File: config.mk
export PLATFORM = sky130hd
export DESIGN_NAME = score_collector
export DESIGN_NICKNAME = d
export VERILOG_FILES = /design/src/rtl/score_collector_pkg.sv /design/src/rtl/score_collector.sv
export SDC_FILE = /design/constraint.sdc
export NUM_CORES = 2
export LEC_CHECK = 0
export CAP_MARGIN = 20
export CORE_MARGIN = 1
export CORE_UTILIZATION = 30
export CTS_CLUSTER_SIZE = 20
export DETAILED_ROUTE_END_ITERATION = 12
export GPL_TIMING_DRIVEN = 0
export PLACE_DENSITY = 0.56
export SLEW_MARGIN = 20
export SYNTH_ARGS = -nofsm -noshare
export SYNTH_HDL_FRONTEND = slang
export SYNTH_SLANG_ARGS = --single-unit
File: constraint.sdc
create_clock -name clk -period 3.3 [get_ports clk]
set_clock_uncertainty 0.2 [all_clocks]
set_input_delay 0.495 -clock clk [delete_from_list [all_inputs] [get_ports clk]]
set_output_delay 0.495 -clock clk [all_outputs]
set_load 0.1 [all_outputs]
File: src/rtl/score_collector_pkg.sv
// Shared CNN definitions: class count, score width, score type and the
// collector FSM state encoding. The argmax block imports the same package.
package score_collector_pkg;

    localparam int CNN_NUM_CLASSES = 10;
    localparam int CNN_DATA_W      = 54;

    typedef logic signed [CNN_DATA_W-1:0] score_t;

    typedef enum logic [1:0] {
        COLLECT = 2'd0,
        EMIT    = 2'd1,
        RESYNC  = 2'd2
    } collect_state_e;

    // Index counter width; a single-class build still needs a 1-bit counter.
    function automatic int idx_width(input int n);
        return (n > 1) ? $clog2(n) : 1;
    endfunction

endpackage

File: src/rtl/score_collector.sv
// Score collector: gathers NUM_CLASSES serial score beats into one vector,
// emits it with a single-cycle valid pulse, and flags framing violations.
module score_collector
    import score_collector_pkg::*;
#(
    parameter int NUM_CLASSES = CNN_NUM_CLASSES,
    parameter int DATA_W      = CNN_DATA_W
) (
    input  logic                                  clk,
    input  logic                                  rst_n,
    input  logic                                  s_valid,
    output logic                                  s_ready,
    input  logic [DATA_W-1:0]                     s_data,
    input  logic                                  s_last,
    output logic                                  valid_out,
    output logic [NUM_CLASSES-1:0][DATA_W-1:0]    data_out,
    output logic                                  frame_err,
    output logic [15:0]                           frame_cnt
);

    localparam int                IDX_W    = idx_width(NUM_CLASSES);
    localparam logic [IDX_W-1:0]  LAST_IDX = IDX_W'(NUM_CLASSES - 1);

    typedef logic [NUM_CLASSES-1:0][DATA_W-1:0] vec_t;

    collect_state_e   state_q, state_d;
    logic [IDX_W-1:0] idx_q, idx_d;
    vec_t             buffer_q, buffer_d;
    vec_t             data_q, data_d;
    logic             err_q, err_d;
    logic [15:0]      cnt_q, cnt_d;
    logic             accept;

    // Ready is held low during reset and for the single EMIT cycle.
    assign s_ready = rst_n && (state_q != EMIT);
    assign accept  = s_valid && s_ready;

    // Next-state, buffer write and framing decisions for the collector FSM.
    always_comb begin
        // NOTE: every combinational output gets a default first, so no path
        // through the case can leave a variable unassigned and infer a latch.
        state_d  = state_q;
        idx_d    = idx_q;
        buffer_d = buffer_q;
        data_d   = data_q;
        cnt_d    = cnt_q;
        err_d    = 1'b0;

        unique case (state_q)
            COLLECT: begin
                if (accept) begin
                    // NOTE: blocking assignment here so the vector copied into
                    // data_d below already contains the beat being accepted.
                    buffer_d[idx_q] = s_data;
                    if (idx_q == LAST_IDX) begin
                        idx_d = '0;
                        if (s_last) begin
                            data_d  = buffer_d;
                            state_d = EMIT;
                        end else begin
                            // Long frame: drop it and skip to the next s_last.
                            err_d   = 1'b1;
                            state_d = RESYNC;
                        end
                    end else if (s_last) begin
                        // Short frame: discard what was gathered, start over.
                        err_d = 1'b1;
                        idx_d = '0;
                    end else begin
                        idx_d = idx_q + IDX_W'(1);
                    end
                end
            end

            EMIT: begin
                cnt_d   = cnt_q + 16'd1;
                idx_d   = '0;
                state_d = COLLECT;
            end

            RESYNC: begin
                if (accept && s_last) begin
                    idx_d   = '0;
                    state_d = COLLECT;
                end
            end

            default: begin
                idx_d   = '0;
                state_d = COLLECT;
            end
        endcase
    end

    // State, index, buffer and output registers.
    always_ff @(posedge clk or negedge rst_n) begin
        if (!rst_n) begin
            state_q  <= COLLECT;
            idx_q    <= '0;
            // NOTE: the buffer is a storage array yet is reset here, so no
            // stale scores from before reset can ever surface in data_out.
            buffer_q <= '0;
            data_q   <= '0;
            err_q    <= 1'b0;
            cnt_q    <= '0;
        end else begin
            state_q  <= state_d;
            idx_q    <= idx_d;
            buffer_q <= buffer_d;
            data_q   <= data_d;
            err_q    <= err_d;
            cnt_q    <= cnt_d;
        end
    end

    assign valid_out = (state_q == EMIT);
    assign frame_err = err_q;
    assign data_out  = data_q;
    assign frame_cnt = cnt_q;

endmodule

# After elaboration in Yosys (flattened, before gate mapping)
# Cells that the tools add are included.
[word_totals]
mem_count = 0
romBits = 0
out_inout_bits = 559
mem_bits_rw = 0
regBits = 1103
latchBits = 0
[op_classes]
n_reduce_logical = 9
muxes = 18
div = 0
bitwise_logic = 0
order_cmp = 2
eq_ne = 7
mul = 0
shifts = 0
add_sub_neg = 2
[ops]
columns = ["op", "n"]
rows = [
  ["540-bit bitwise mux", 1],
  ["54-bit demux with 4-bit select", 1],
  ["54-bit two-way mux", 1],
  ["16-bit by 1-bit adder with 16-bit output (second input constant)", 1],
  ["4-bit two-way mux", 4],
  ["2-bit two-way mux", 4],
  ["4-bit one-hot mux with 2 select lines", 1],
  ["2-bit inequality test (second input constant)", 3],
  ["4-bit by 5-bit < comparator with 1-bit output (second input constant)", 1],
  ["1-bit two-way mux", 5],
  ["4-bit by 1-bit adder with 4-bit output (second input constant)", 1],
  ["4-bit == test (second input constant)", 1],
  ["4-bit by 1-bit greater-or-equal comparator with 1-bit output (second input constant)", 1],
  ["1-bit logical AND", 4],
  ["2-bit one-hot mux with 2 select lines", 1],
  ["2-bit AND reduction", 2],
  ["4-bit AND reduction", 1],
  ["3-bit AND reduction", 1],
  ["2-bit by 1-bit == test with 1-bit output (second input constant)", 1],
  ["2-bit == test (second input constant)", 1],
  ["2-bit zero test", 1],
  ["2-bit by 1-bit inequality test with 1-bit output (second input constant)", 1],
]

# Logic depth before layout (Yosys ltp)
[depth]
depth_word = 6
mapped_depth = 11
depth_no_buf = 7

# Worst setup path after synthesis
# OpenSTA, ideal clock, no wires.
[synth_timing]
path_kind = "register to output"
start = "register state_q[1]"
end = "output port s_ready"
path_slack_ps = -333
arrival_time_ps = 2938
path_stages_with_launch = 4
n_path_buf = 1
path_cell_list = "dfrtp_1 -> buf_2 -> nor2_1 -> nor2b_1"
[synth_between]
elab_chain_len = 2
[synth_rtl]
columns = ["item", "line", "rtl"]
rows = [
  ["start, declared", "score_collector.sv:26", "collect_state_e state_q, state_d;"],
  ["start signal, assigned", "score_collector.sv:107", "state_q <= state_d;"],
  ["2-bit by 1-bit inequality test with 1-bit output", "score_collector.sv:35", "assign s_ready = rst_n && (state_q != EMIT);"],
  ["1-bit logical AND", "score_collector.sv:35", ""],
  ["end, declared", "score_collector.sv:12", "output logic s_ready,"],
]
# No other way between the ends.

# Final worst setup path
[layout_timing]
start = "register idx_q[1]"
end = "register data_q (netlist bit data_out[58])"
[layout_between]
elab_chain_len = 5
elab_cells_between_ends = 8
classes_between = "2 x order compare; 1 x eq/ne; 3 x mux; 2 x reduce/logical"
[layout_rtl]
columns = ["item", "line", "rtl"]
rows = [
  ["start, declared", "score_collector.sv:27", "logic [IDX_W-1:0] idx_q, idx_d;"],
  ["start signal, assigned", "score_collector.sv:108", "idx_q <= idx_d;"],
  ["4-bit by 5-bit < comparator with 1-bit output (not written as such) or 4-bit by 1-bit greater-or-equal comparator with 1-bit output (tied branches)", "score_collector.sv:54", "buffer_d[idx_q] = s_data;"],
  ["1-bit logical AND (not written as such)", "score_collector.sv:54", ""],
  ["54-bit two-way mux (not written as such)", "score_collector.sv:54", ""],
  ["54-bit demux with 4-bit select", "score_collector.sv:54", ""],
  ["540-bit bitwise mux", "score_collector.sv:54", ""],
  ["end signal, assigned", "score_collector.sv:110", "data_q <= data_d;"],
  ["end, declared", "score_collector.sv:29", "vec_t data_q, data_d;"],
]
# Several ways; a longest one is shown, not always the timed one.
# A chain may end at the register's enable or synchronous reset.

==> impl_metrics.csv <==
group,metric,value,unit
sta,maxSlewHeadroom,0.1957,
placed_design,dp_slack,-0.7367,ns
placed_design,placedInstanceArea,52200,um2
power_and_ir_drop,pwr-share-comb,0.415,
synth,syn_area_per_cell,12.06,um2
clock_network,h-tree-depth,3,
synth,yosysSeqAreaShare,0.5971,
setup_path,reg2reg_depth,9,
sta,max_freq,312.9,MHz
setup_path,path_cells,"inv_1 > ha_1 > and3b_1 > buf_2 > nand3_4 > clkbuf_2 > buf_16 > clkbuf_1 > o21ai_1",
grt,grt_pass1_vias,31570,
drt,top_layer,"met5",
min_path,hp-start,"s_data[6]",
min_path,hp-class,"in -> reg",
drt,ant_nets,0,
floorplanning,row_count,140,
setup_path,start_kind,"flop",
layout,design_area,56700,um2
power_and_ir_drop,pwr-share-seq,0.332,
grt,antenna_found_initial,10,
power_and_ir_drop,p_per_area,956.3,nW/um2
setup_path,critPathRequiredTime,3.68,ns
drt,drt_wl_total,168100,um
setup_path,rrSetupSlack,0.10,ns
placed_design,hpwl,119300,um
layout,register_area,26250,um2
layout,area_delta_synth_final,28.98,%
clock_network,cts_tree,"yes",
layout,layout_commonest_cell,"dfrtp_1",
synth,synth.distinct_cells,41,
layout,multi_input_area,15870,um2
sta,holdWs,0.06764,ns
grt,grt_pass1_wl,238000,um
setup_path,rr_endpoint,"data_out[58]",
synth,ys_ff_latch,1049,
setup_path,timing.rr.start,"idx_q[1]",
drt,via_per_inst,4.908,
run,max-cap-violations,0,
synth,synth.cell_area,43960,um2
sta,worst_slack,0.1042,ns
layout,fillers,14190,
placed_design,port_buffers,561,
drt,vias,31390,
power_and_ir_drop,pwr-share-clk,0.253,
power_and_ir_drop,p_total,54.23,mW
setup_path,critPathBufInv,5,
synth,synth.net_count,3707,
grt,grt_max_degree,145,
layout,final_cell_mix,"dfrtp_1 (1049), nand2_1 (713), clkdlybuf4s50_1 (541), mux2i_1 (432), mux2_2 (405)",
setup_path,crit_family,"buffers and inverters",
power_and_ir_drop,p_int,29.85,mW
clock_network,numCtsBuffers,118,
layout,drive_above_1_share,0.1851,
drt,drc,0,
setup_path,cp.arrival,3.58,ns
clock_network,root_buffer,"clkbuf_16",
sta,slew_violations,0,
drt,wl_per_cell,26.29,um
sta,tns,0,ns
layout,layout.nets,4437,
drt,wl_met1,73330,um
clock_network,clkSlewWorstSetupHoldPaths,0.06,ns
synth,yosysWarnings,0,
setup_path,critPathKind,"reg -> reg",
sta,rsz0062_at_grt,"false",
sta,setup_viol,0,
sta,fin_crit_sh,0.9684,
grt,gr-total-overflow,0,
sta,worst_slew_pin_slew,1.203,ns
grt,grt_usage,0.2252,
synth,netlist_instances,3644,
floorplanning,core_area,145600,um2
min_path,holdPathStages,3,
setup_path,worstPathMaxFanout,10,
floorplanning,die_w,384.8,um
setup_path,critPathCaptureType,"flop",
floorplanning,die_y,384.8,um
sta,fin_crit,3.196,ns
drt,first_pass_iters,5,
power_and_ir_drop,switching_share,0.4496,
drt,drt_iter0_drc,1932,
setup_path,worst_path_max_delay_cell,"clkbuf_1",
placed_design,gp_congestion,0.8031,
drt,wl_met3,10300,um
setup_path,max_stage_delay,0.56,ns
power_and_ir_drop,p_leak,26.64,nW
clock_network,cts_buffer_depth,3,
floorplanning,start_util,0.3020,
min_path,hold_path_end,"data_out[492]",
power_and_ir_drop,power_switching,24.38,mW
floorplanning,die_area,148100,um2
drt,route.met2.wl,79320,um
run_status,status,"finished, final reports clean",
clock_network,clock_latency,0.75,ns
power_and_ir_drop,irDropWorstVdd,1.069,mV
sta,timing.final.hold_violations,0,
clock_network,cts_num_sinks,1049,
floorplanning,io_pins,617,
-- synth_stat cells --
cell         n  area share
a21oi_1      2     0.00023
a22o_1       1     0.00020
a311oi_1     1     0.00020
a31oi_1     55      0.0078
a32o_1       1     0.00023
and2_1       2     0.00028
and3_1       1     0.00014
and3b_1      1     0.00020
and4bb_4     1     0.00037
buf_2      102       0.012
buf_4       12      0.0020
buf_6       56       0.014
clkbuf_1   163       0.014
dfrtp_1   1049        0.60
ha_1         5      0.0014
inv_1        4     0.00034
inv_2        1    0.000085
inv_4        1     0.00014
mux2_1      82       0.021
mux2_2     405        0.10
mux2i_1    432       0.098
nand2_1    713       0.061
nand2_2      9      0.0013
nand3_1      5     0.00057
nand3_4      5      0.0020
nand3b_1     1     0.00017
nand4_1      5     0.00071
nand4b_1     1     0.00020
nor2_1      60      0.0051
nor2b_1      5     0.00071
nor3_1       2     0.00023
nor3b_1      3     0.00051
nor4_1       2     0.00028
nor4b_1      1     0.00020
o211ai_1     2     0.00034
o21ai_0    269       0.031
o21ai_1    166       0.019
or2_2        1     0.00014
or4_1        1     0.00017
xnor2_1     10      0.0020
xor2_1       6      0.0012
-- worst max-delay path by stage --
stage / startpoint / end / slack [ns] / cells past startpoint
after CTS: idx_q[1] / data_out[118] / 0.05 / 9
after floorplan: state_q[1] / s_ready / 0.44 / 3
after global placement: rst_n / data_out[190] / -48.35 / 1
after detailed placement: rst_n / data_out[461] / -0.74 / 9
after global routing: idx_q[1] / data_out[350] / 0.004 / 10
final: idx_q[1] / data_out[58] / 0.10 / 9
-- per-stage QoR --
stage	std cells	util
after global placement	6122	0.3571
after detailed placement	6132	0.3586
after CTS	6386	0.3894
final	6395	0.3895
after global routing	6386	0.3894
after floorplan	3644	-
-- logic make-up (layout without fill, tap and decap cells) --
group                    Yosys count  in the layout  share of synthesized area
adder cells (fa/ha/maj)            5              5                   0.001423
XOR/XNOR                          16             16                   0.003187
buffers and inverters            339           1164                    0.04249
AND/OR/NAND/NOR                  819            819                    0.07417
flip-flops                      1049           1049                     0.5971
multiplexers                     919            919                     0.2231
other                              0              9                          0
AO/OA/AOI/OAI                    497            497                    0.05854
-- tightest hold or removal path, stage by stage --
cell and delay [ns]:
clkbuf_1 0.28, nand2_1 0.14, nand2_1 0.05
-- power by group through the flow --
stage / sequential [mW] / clock (mW) / combinational [mW]
4_1_cts: 18.0 / 14.0 / 22.7
5_1_grt: 18.4 / 14.5 / 23.5
2_1_floorplan: 28.5 / 0 / 5.69
6_report: 18.0 / 13.7 / 22.5
3_3_place_gp: 18.2 / 0 / 21.5
3_5_place_dp: 18.2 / 0 / 22.6
-- layer usage --
metal / GRT usage / vias up
li1: - / 13920
met2: 0.3643 / 889
met5: 0 / -
met3: 0.04252 / 211
met1: 0.3022 / 16370
met4: 0.07488 / 2
-- state kept, by name (all words and copies together) (netlist names) --
| register | flops |
|---|---|
| state_q | 2 |
| data_out | 540 |
| idx_q | 4 |
| frame_err | 1 |
| buffer_q | 486 |
| frame_cnt | 16 |
-- repair_timing --
action	4_1_cts	5_1_grt
hold buffers	36	0
hold endpoints to repair	244	0
setup endpoints to repair	339	11
cloned	0	0
setup buffers	3	0
pin swaps	1	0
resized for setup	15	5
-- cell type report --
| type | instances | share of cell area |
|---|---|---|
| Sequential cell | 1049 | 0.4629 |
| Tap cell | 1917 | 0.04230 |
| Timing Repair Buffer | 610 | 0.1107 |
| Antenna cell | 9 | 0.0003972 |
| Inverter | 6 | 0.0004413 |
| Buffer | 333 | 0.03281 |
| Clock buffer | 181 | 0.06278 |
| Multi-Input combinational cell | 2256 | 0.2798 |
| Clock inverter | 34 | 0.007789 |
Note: power is estimated with default switching activity, not from simulation.
